<file path="src/rtl/seq_alu_ccstack.sv">
`default_nettype none
// ============================================================================
// Module   : seq_alu_ccstack
// Purpose  : Sequenced ALU with START/BUSY/DONE handshake, bit-serial shifts,
//            shift-add multiplier, a 4-bit condition-code register and a LIFO
//            save/restore stack for those condition codes.
// Revision : 1.0 - initial release
// ----------------------------------------------------------------------------
// Ports
//   CLK        in   1      clock, rising edge
//   RESET      in   1      synchronous, active-high, highest priority
//   START      in   1      request, accepted on an edge where BUSY=0
//   OP         in   4      operation code (ADD..MOV B)
//   A, B       in   WIDTH  operands, sampled at the accepting edge
//   CCL_LD     in   1      sampled with START: update flags at DONE edge
//   CC_PUSH    in   1      push {Z,C,S,P} onto the CC stack
//   CC_POP     in   1      pop the CC stack into the flags
//   R          out  WIDTH  result register, held until next DONE
//   BUSY       out  1      multi-cycle operation in progress
//   DONE       out  1      one-cycle pulse, R valid
//   CC_ZERO/CC_CARRY/CC_SIGN/CC_PARITY  out 1  flag register
//   CC_ERR     out  1      one-cycle pulse on stack misuse
// ============================================================================
module seq_alu_ccstack #(
    parameter int WIDTH    = 16,
    parameter int CC_DEPTH = 4
) (
    input  logic             CLK,
    input  logic             RESET,
    input  logic             START,
    input  logic [3:0]       OP,
    input  logic [WIDTH-1:0] A,
    input  logic [WIDTH-1:0] B,
    input  logic             CCL_LD,
    input  logic             CC_PUSH,
    input  logic             CC_POP,
    output logic [WIDTH-1:0] R,
    output logic             BUSY,
    output logic             DONE,
    output logic             CC_ZERO,
    output logic             CC_CARRY,
    output logic             CC_SIGN,
    output logic             CC_PARITY,
    output logic             CC_ERR
);

    localparam int c_SHW = $clog2(WIDTH);
    localparam int c_CW  = c_SHW + 1;
    localparam int c_SPW = $clog2(CC_DEPTH + 1);
    localparam int c_IW  = (CC_DEPTH > 1) ? $clog2(CC_DEPTH) : 1;

    localparam logic [c_CW-1:0]  c_MUL_STEPS = c_CW'(WIDTH);
    localparam logic [c_CW-1:0]  c_CNT_ONE   = c_CW'(1);
    localparam logic [c_SPW-1:0] c_SP_FULL   = c_SPW'(CC_DEPTH);
    localparam logic [c_SPW-1:0] c_SP_ONE    = c_SPW'(1);

    localparam logic [3:0] c_OP_ADD  = 4'h0;
    localparam logic [3:0] c_OP_ADC  = 4'h1;
    localparam logic [3:0] c_OP_SUB  = 4'h2;
    localparam logic [3:0] c_OP_SBC  = 4'h3;
    localparam logic [3:0] c_OP_AND  = 4'h4;
    localparam logic [3:0] c_OP_OR   = 4'h5;
    localparam logic [3:0] c_OP_XOR  = 4'h6;
    localparam logic [3:0] c_OP_NOT  = 4'h7;
    localparam logic [3:0] c_OP_SHL  = 4'h8;
    localparam logic [3:0] c_OP_SHR  = 4'h9;
    localparam logic [3:0] c_OP_ASR  = 4'hA;
    localparam logic [3:0] c_OP_ROL  = 4'hB;
    localparam logic [3:0] c_OP_MUL  = 4'hC;
    localparam logic [3:0] c_OP_MULH = 4'hD;
    localparam logic [3:0] c_OP_CMP  = 4'hE;
    localparam logic [3:0] c_OP_MOV  = 4'hF;

    localparam logic [1:0] c_ST_IDLE  = 2'd0;
    localparam logic [1:0] c_ST_SHIFT = 2'd1;
    localparam logic [1:0] c_ST_MUL   = 2'd2;

    // ------------------------------------------------------------------
    // State and datapath registers
    // ------------------------------------------------------------------
    logic [1:0]       r_state;
    logic [1:0]       w_state_nxt;
    logic [3:0]       r_op;
    logic             r_ccl_ld;
    logic [WIDTH-1:0] r_work;      // shift operand, or multiplier / product low half
    logic [WIDTH-1:0] r_mcand;     // multiplicand
    logic [WIDTH-1:0] r_acc;       // product high half
    logic [c_CW-1:0]  r_cnt;       // remaining steps
    logic [WIDTH-1:0] r_res;
    logic             r_done;
    logic             r_cc_z;
    logic             r_cc_c;
    logic             r_cc_s;
    logic             r_cc_p;
    logic             r_cc_err;
    logic [3:0]       r_stack [CC_DEPTH];
    logic [c_SPW-1:0] r_sp;

    logic             w_in_shift;
    logic             w_in_mul;

    // ------------------------------------------------------------------
    // Request decode
    // ------------------------------------------------------------------
    logic [c_SHW-1:0] w_shamt;
    logic             w_is_shift;
    logic             w_is_mul;
    logic             w_accept;
    logic             w_go_shift;
    logic             w_go_mul;
    logic             w_single_done;
    logic             w_last;
    logic             w_multi_done;

    assign w_shamt       = B[c_SHW-1:0];
    assign w_is_shift    = (OP >= c_OP_SHL) && (OP <= c_OP_ROL);
    assign w_is_mul      = (OP == c_OP_MUL) || (OP == c_OP_MULH);
    assign w_accept      = START && (r_state == c_ST_IDLE);
    // A zero-distance shift completes like any other single-cycle op.
    assign w_go_shift    = w_accept && w_is_shift && (w_shamt != '0);
    assign w_go_mul      = w_accept && w_is_mul;
    assign w_single_done = w_accept && !w_go_shift && !w_go_mul;
    assign w_last        = (r_cnt == c_CNT_ONE);
    assign w_multi_done  = (r_state != c_ST_IDLE) && w_last;

    // ------------------------------------------------------------------
    // Single-cycle ALU (operates on the live inputs at the accepting edge)
    // ------------------------------------------------------------------
    logic [WIDTH:0]   w_sum;
    logic [WIDTH-1:0] w_alu_res;
    logic             w_alu_c;

    always_comb begin
        w_sum     = '0;
        w_alu_res = '0;
        w_alu_c   = 1'b0;
        case (OP)
            c_OP_ADD: begin
                w_sum     = {1'b0, A} + {1'b0, B};
                w_alu_res = w_sum[WIDTH-1:0];
                w_alu_c   = w_sum[WIDTH];
            end
            c_OP_ADC: begin
                w_sum     = {1'b0, A} + {1'b0, B} + {{WIDTH{1'b0}}, r_cc_c};
                w_alu_res = w_sum[WIDTH-1:0];
                w_alu_c   = w_sum[WIDTH];
            end
            c_OP_SUB, c_OP_CMP: begin
                // The extra top bit of the difference is the borrow.
                w_sum     = {1'b0, A} - {1'b0, B};
                w_alu_res = w_sum[WIDTH-1:0];
                w_alu_c   = w_sum[WIDTH];
            end
            c_OP_SBC: begin
                w_sum     = {1'b0, A} - {1'b0, B} - {{WIDTH{1'b0}}, r_cc_c};
                w_alu_res = w_sum[WIDTH-1:0];
                w_alu_c   = w_sum[WIDTH];
            end
            c_OP_AND: w_alu_res = A & B;
            c_OP_OR:  w_alu_res = A | B;
            c_OP_XOR: w_alu_res = A ^ B;
            c_OP_NOT: w_alu_res = ~A;
            c_OP_MOV: w_alu_res = B;
            c_OP_SHL, c_OP_SHR, c_OP_ASR, c_OP_ROL: w_alu_res = A;
            default:  w_alu_res = '0;
        endcase
    end

    // ------------------------------------------------------------------
    // One serial shift step
    // ------------------------------------------------------------------
    logic [WIDTH-1:0] w_sh_next;
    logic             w_sh_out;

    always_comb begin
        w_sh_next = r_work;
        w_sh_out  = 1'b0;
        case (r_op)
            c_OP_SHL: begin
                w_sh_next = {r_work[WIDTH-2:0], 1'b0};
                w_sh_out  = r_work[WIDTH-1];
            end
            c_OP_SHR: begin
                w_sh_next = {1'b0, r_work[WIDTH-1:1]};
                w_sh_out  = r_work[0];
            end
            c_OP_ASR: begin
                w_sh_next = {r_work[WIDTH-1], r_work[WIDTH-1:1]};
                w_sh_out  = r_work[0];
            end
            c_OP_ROL: begin
                w_sh_next = {r_work[WIDTH-2:0], r_work[WIDTH-1]};
                w_sh_out  = r_work[WIDTH-1];
            end
            default: begin
                w_sh_next = r_work;
                w_sh_out  = 1'b0;
            end
        endcase
    end

    // ------------------------------------------------------------------
    // One shift-add multiply step: {acc,work} <= ({acc + (work[0]?M:0)}, work) >> 1
    // ------------------------------------------------------------------
    logic [WIDTH:0]   w_mul_add;
    logic [WIDTH-1:0] w_mul_acc_nxt;
    logic [WIDTH-1:0] w_mul_q_nxt;

    assign w_mul_add     = {1'b0, r_acc} + (r_work[0] ? {1'b0, r_mcand} : {(WIDTH+1){1'b0}});
    assign w_mul_acc_nxt = w_mul_add[WIDTH:1];
    assign w_mul_q_nxt   = {w_mul_add[0], r_work[WIDTH-1:1]};

    // ------------------------------------------------------------------
    // Completion: select result, carry and flag-load enable
    // ------------------------------------------------------------------
    logic             w_done;
    logic [WIDTH-1:0] w_done_res;
    logic             w_done_c;
    logic             w_done_ld;
    logic             w_done_wr_r;
    logic             w_new_z;
    logic             w_new_s;
    logic             w_new_p;

    assign w_done = w_single_done || w_multi_done;

    always_comb begin
        w_done_res  = w_alu_res;
        w_done_c    = w_alu_c;
        w_done_ld   = CCL_LD;
        w_done_wr_r = (OP != c_OP_CMP);
        if (!w_single_done) begin
            w_done_ld   = r_ccl_ld;
            w_done_wr_r = 1'b1;
            if (w_in_shift) begin
                w_done_res = w_sh_next;
                w_done_c   = w_sh_out;
            end else if (r_op == c_OP_MULH) begin
                w_done_res = w_mul_acc_nxt;
                w_done_c   = |w_mul_q_nxt;
            end else begin
                w_done_res = w_mul_q_nxt;
                w_done_c   = |w_mul_acc_nxt;
            end
        end
    end

    assign w_new_z = (w_done_res == '0);
    assign w_new_s = w_done_res[WIDTH-1];
    assign w_new_p = ^w_done_res;

    // ------------------------------------------------------------------
    // FSM: state register
    // ------------------------------------------------------------------
    always_ff @(posedge CLK) begin
        if (RESET) begin
            r_state <= c_ST_IDLE;
        end else begin
            r_state <= w_state_nxt;
        end
    end

    // FSM: next state
    always_comb begin
        w_state_nxt = r_state;
        case (r_state)
            c_ST_IDLE: begin
                if (w_go_shift) begin
                    w_state_nxt = c_ST_SHIFT;
                end else if (w_go_mul) begin
                    w_state_nxt = c_ST_MUL;
                end
            end
            c_ST_SHIFT, c_ST_MUL: begin
                if (w_last) begin
                    w_state_nxt = c_ST_IDLE;
                end
            end
            default: w_state_nxt = c_ST_IDLE;
        endcase
    end

    // FSM: outputs
    always_comb begin
        BUSY       = (r_state != c_ST_IDLE);
        w_in_shift = (r_state == c_ST_SHIFT);
        w_in_mul   = (r_state == c_ST_MUL);
    end

    // ------------------------------------------------------------------
    // Datapath registers
    // ------------------------------------------------------------------
    always_ff @(posedge CLK) begin
        if (RESET) begin
            r_op     <= '0;
            r_ccl_ld <= 1'b0;
            r_work   <= '0;
            r_mcand  <= '0;
            r_acc    <= '0;
            r_cnt    <= '0;
            r_res    <= '0;
            r_done   <= 1'b0;
        end else begin
            r_done <= w_done;
            if (w_done && w_done_wr_r) begin
                r_res <= w_done_res;
            end
            if (w_accept) begin
                r_op     <= OP;
                r_ccl_ld <= CCL_LD;
                r_mcand  <= A;
                r_acc    <= '0;
                r_work   <= w_is_mul ? B : A;
                r_cnt    <= w_is_mul ? c_MUL_STEPS : {1'b0, w_shamt};
            end else if (w_in_shift) begin
                r_work <= w_sh_next;
                r_cnt  <= r_cnt - c_CNT_ONE;
            end else if (w_in_mul) begin
                r_acc  <= w_mul_acc_nxt;
                r_work <= w_mul_q_nxt;
                r_cnt  <= r_cnt - c_CNT_ONE;
            end
        end
    end

    // ------------------------------------------------------------------
    // Condition codes and save/restore stack
    // ------------------------------------------------------------------
    logic            w_full;
    logic            w_empty;
    logic            w_push_ok;
    logic            w_pop_ok;
    logic            w_cc_err;
    logic [c_IW-1:0] w_push_idx;
    logic [c_IW-1:0] w_pop_idx;
    logic [3:0]      w_cc_now;

    assign w_full     = (r_sp == c_SP_FULL);
    assign w_empty    = (r_sp == '0);
    assign w_push_ok  = CC_PUSH && !CC_POP && !w_full;
    assign w_pop_ok   = CC_POP && !CC_PUSH && !w_empty;
    assign w_cc_err   = (CC_PUSH && CC_POP) || (CC_PUSH && w_full) || (CC_POP && w_empty);
    assign w_push_idx = c_IW'(r_sp);
    assign w_pop_idx  = c_IW'(r_sp - c_SP_ONE);
    assign w_cc_now   = {r_cc_z, r_cc_c, r_cc_s, r_cc_p};

    always_ff @(posedge CLK) begin
        if (RESET) begin
            r_cc_z   <= 1'b0;
            r_cc_c   <= 1'b0;
            r_cc_s   <= 1'b0;
            r_cc_p   <= 1'b0;
            r_cc_err <= 1'b0;
            r_sp     <= '0;
            for (int i = 0; i < CC_DEPTH; i++) begin
                r_stack[i] <= '0;
            end
        end else begin
            r_cc_err <= w_cc_err;
            // A restore wins over a flag update completing on the same edge.
            if (w_pop_ok) begin
                {r_cc_z, r_cc_c, r_cc_s, r_cc_p} <= r_stack[w_pop_idx];
            end else if (w_done && w_done_ld) begin
                {r_cc_z, r_cc_c, r_cc_s, r_cc_p} <= {w_new_z, w_done_c, w_new_s, w_new_p};
            end
            if (w_push_ok) begin
                r_stack[w_push_idx] <= w_cc_now;
                r_sp                <= r_sp + c_SP_ONE;
            end else if (w_pop_ok) begin
                r_sp <= r_sp - c_SP_ONE;
            end
        end
    end

    assign R         = r_res;
    assign DONE      = r_done;
    assign CC_ZERO   = r_cc_z;
    assign CC_CARRY  = r_cc_c;
    assign CC_SIGN   = r_cc_s;
    assign CC_PARITY = r_cc_p;
    assign CC_ERR    = r_cc_err;

endmodule
`default_nettype wire
</file>
<file path="config.mk">
export PLATFORM = sky130hd
export DESIGN_NAME = seq_alu_ccstack
export DESIGN_NICKNAME = d
export VERILOG_FILES = /design/src/rtl/seq_alu_ccstack.sv
export SDC_FILE = /design/constraint.sdc
export NUM_CORES = 1
export LEC_CHECK = 0
export ABC_AREA = 1
export BUFFER_PORTS_ARGS = -buffer_cell sky130_fd_sc_hd__buf_2
export CAP_MARGIN = 20
export CORE_MARGIN = 2
export CORE_UTILIZATION = 35
export DETAILED_ROUTE_END_ITERATION = 6
export GPL_TIMING_DRIVEN = 0
export SLEW_MARGIN = 20
export SYNTH_ARGS = -nofsm -noshare
export SYNTH_HDL_FRONTEND = slang
export SYNTH_SLANG_ARGS = --single-unit
</file>
<file path="constraint.sdc">
create_clock -name CLK -period 5.1 [get_ports CLK]
set_input_delay 1.02 -clock CLK [delete_from_list [all_inputs] [get_ports CLK]]
set_output_delay 1.02 -clock CLK [all_outputs]
set_load 0.02 [all_outputs]
</file>
==> impl_metrics.tcl <==
set metrics [dict create \
    outcome "finished, final reports clean" \
    worstPathRequired_ns 5.34 \
    synthAdderAreaFrac 0.1034 \
    yosys_warnings 0 \
    cts_resized 0 \
    fin_nets 1918 \
    post-route-util 0.3894 \
    setup-tns-final_ns 0 \
    io_buffers 63 \
    hold_class "register to register" \
    max_freq_mhz 215.2 \
    die_width_um 179.2 \
    synth_top_family_by_area "simple AND/OR/NAND/NOR gates" \
    critPathMaxFanout 6 \
    post_cts_buffers 0 \
    critPathArrivalTime_ns 4.89 \
    grt_max_degree 19 \
    synth.area.mux_share 0 \
    syn_inst 1715 \
    p_leak_nw 5.695 \
    cts.clk_slew.worst_paths_ns 0.07 \
    drive_gt1_frac 0.1109 \
    clock_skew_ns 0.01479 \
    ctsHtreeMaxLevel 3 \
    synth_edf_count 16 \
    slowest_stage "fa_1" \
    syn_area_per_cell_sq_um 6.268 \
    ys_seq_elements 101 \
    grt-ovfl-total 0 \
    cts_root_buf "clkbuf_16" \
    async_reset_ff_frac 0 \
    synth_flop_cell "dfxtp_1" \
    io_pins 65 \
    synth_area_leaders "dfxtp_1, nand2_1, ha_1" \
    grt_pass1_wl_um 62740 \
    n_fill_cell 3374 \
    design_area_sq_um 11850 \
    clockBufferDepth 2 \
    maxSlewViolCount 0 \
    powerDensity_nw_per_um2 365.9 \
    postRouteAntennaNets 0 \
    clock-sinks 101 \
    die_h_um 179.2 \
    yosys.area_share.xor_xnor 0.02840 \
    initial_core_util 0.3532 \
    grt_pass1_vias 11226 \
    routedWlPerCell_um 18.62 \
    stdcell_count 2190 \
    worst_setup_path_end_kind "register" \
    startpoint_type "input port" \
    rsz0062_at_grt "no" \
    period_minus_slack_ns 4.647 \
    finalSetupViolCount 0 \
    first_iter_violations 1204 \
    cpPeakStageDelay_ns 0.50 \
    seq_area_frac_synth 0.2030 \
    ir_drop_uv 222.1 \
    path_cells "buf_2 > inv_1 > ha_1 > inv_1 > fa_1 > nand2_1 > nand2_1 > nand3_1 > nand2_2 > xor2_4 > nand2_1 > nor3_2 > nand2_1 > nand3_1 > nand3_1 > o21ai_1 > ha_1 > xnor2_1 > xor2_1 > a21oi_1 > o21ai_0 > a31oi_1" \
    post_dp_cell_area_sq_um 11560 \
    cts_tree "done" \
    clk_latency_ns 0.36 \
    vias_per_cell 5.471 \
    vias 11982 \
    areaGrowthSynthToFinish_pct 10.24 \
    die-area_sq_um 32130 \
    hold_viol 0 \
    timing.max_cap.violations 0 \
    final_cell_mix "nand2_1, inv_1, nor2_1" \
    drc_errors 0 \
    cts_buffers 9 \
    place_inst 2174 \
    period_share 0.9112 \
    synth_top_area_frac 0.1583 \
    yosys.area_share.simple 0.3294 \
    final_common_cell "nand2_1" \
    wirelength_um 40780 \
    dr.pass1.iters 6 \
    slew_headroom 0.4378 \
    postCtsHoldBufs 0 \
    crit_top_cell "nand2_1" \
    post-dp-hpwl_um 33670 \
    antenna_found_initial 0 \
    place.gp.congestion 0.9514 \
    synth_compound_area_frac 0.2102 \
    rows 64 \
    core_sq_um 30430 \
    track_usage 0.2543 \
    n_antenna_cell 0 \
    ys_types 58 \
    syn_area_sq_um 10750 \
    tightest_slew_ns 0.8402 \
    synth_nets 1844 \
    setup.worst_path.class "input port to register" \
    synth_top_cell_by_area "dfxtp_1" \
]
==> worst paths after layout <==
kind	from	end	slack, ns	cells past startpoint
max reg2reg	r_state[0]	CC_PARITY	0.95	16
max	A[0]	CC_PARITY	0.45	22
min reg2reg	r_acc[0]	r_acc[0]	0.48	2
min	r_acc[0]	r_acc[0]	0.48	2
==> flip-flops by register name, summed over array words and instances, names as in the netlist <==
register,flops
R,16
r_acc,16
r_mcand,16
r_stack,16
r_work,16
r_cnt,5
r_op,4
r_sp,3
r_state,2
CC_CARRY,1
CC_ERR,1
CC_PARITY,1
CC_SIGN,1
CC_ZERO,1
DONE,1
r_ccl_ld,1
==> layer usage <==
| metal | part of all wire | track usage |
|---|---|---|
| met2 | 0.48 | 0.4409 |
| met1 | 0.42 | 0.3255 |
| met3 | 0.067 | 0.03117 |
| met4 | 0.033 | 0.08333 |
| met5 | 0 | 0 |
==> cell usage after synthesis (14+ instances only) <==
cell type  number
nor3_1         14
nand4_1        28
inv_2          23
inv_1         251
clkbuf_1       43
dfxtp_1        85
nor2_1        134
edfxtp_1       16
nand2_1       424
nand2_2        26
a21oi_1       110
o21ai_0       115
o221ai_1       21
ha_1           84
nand3_1       111
o211ai_1       15
a221oi_1       37
o22ai_1        18
==> through the flow <==
step / power, mW / hold slack, ns / worst slack, ns
floorplan: 2.867 / 0.4450 / 1.056
global placement: 3.596 / 0.4629 / 0.2428
detailed placement: 3.618 / 0.4688 / 0.1644
CTS: 4.297 / 0.4797 / 0.5332
global route: 4.658 / 0.5045 / 0.2199
finish: 4.336 / 0.4768 / 0.4530
==> power breakdown <==
part	switching (mW)	total (mW)	internal, mW
Clock	0.336	0.678	0.341
Sequential	0.184	1.21	1.02
Combinational	1.66	2.45	0.795
==> cell families after synthesis <==
group	after synthesis
adders and majority gates	87
xor gates and xnor gates	22
buffers and inverters	346
DFF	101
and+or+nand+nor	793
AOI/OAI and AO/OA	366
==> critical path: cells and delay by family <==
family | cells | cell delay [ns]
AOI/OAI and AO/OA | 4 | 0.68
xor gates and xnor gates | 3 | 0.69
adders and majority gates | 3 | 0.98
buffers and inverters | 3 | 0.34
and+or+nand+nor | 9 | 1.16
==> final cells by class <==
| cell class | count | area, sq um | share of cell area |
|---|---|---|---|
| well taps | 396 | 495.5 | 0.04181 |
| plain buffers | 63 | 284.0 | 0.02397 |
| inverters | 283 | 1066 | 0.08996 |
| repair buffers | 63 | 315.3 | 0.02661 |
| flip-flops and latches | 101 | 2182 | 0.1841 |
| clock inverters | 6 | 56.30 | 0.004751 |
| clock buffers | 10 | 229.0 | 0.01932 |
| multi-input cells | 1268 | 7222 | 0.6094 |
Note: power is estimated with default switching activity, not from simulation.
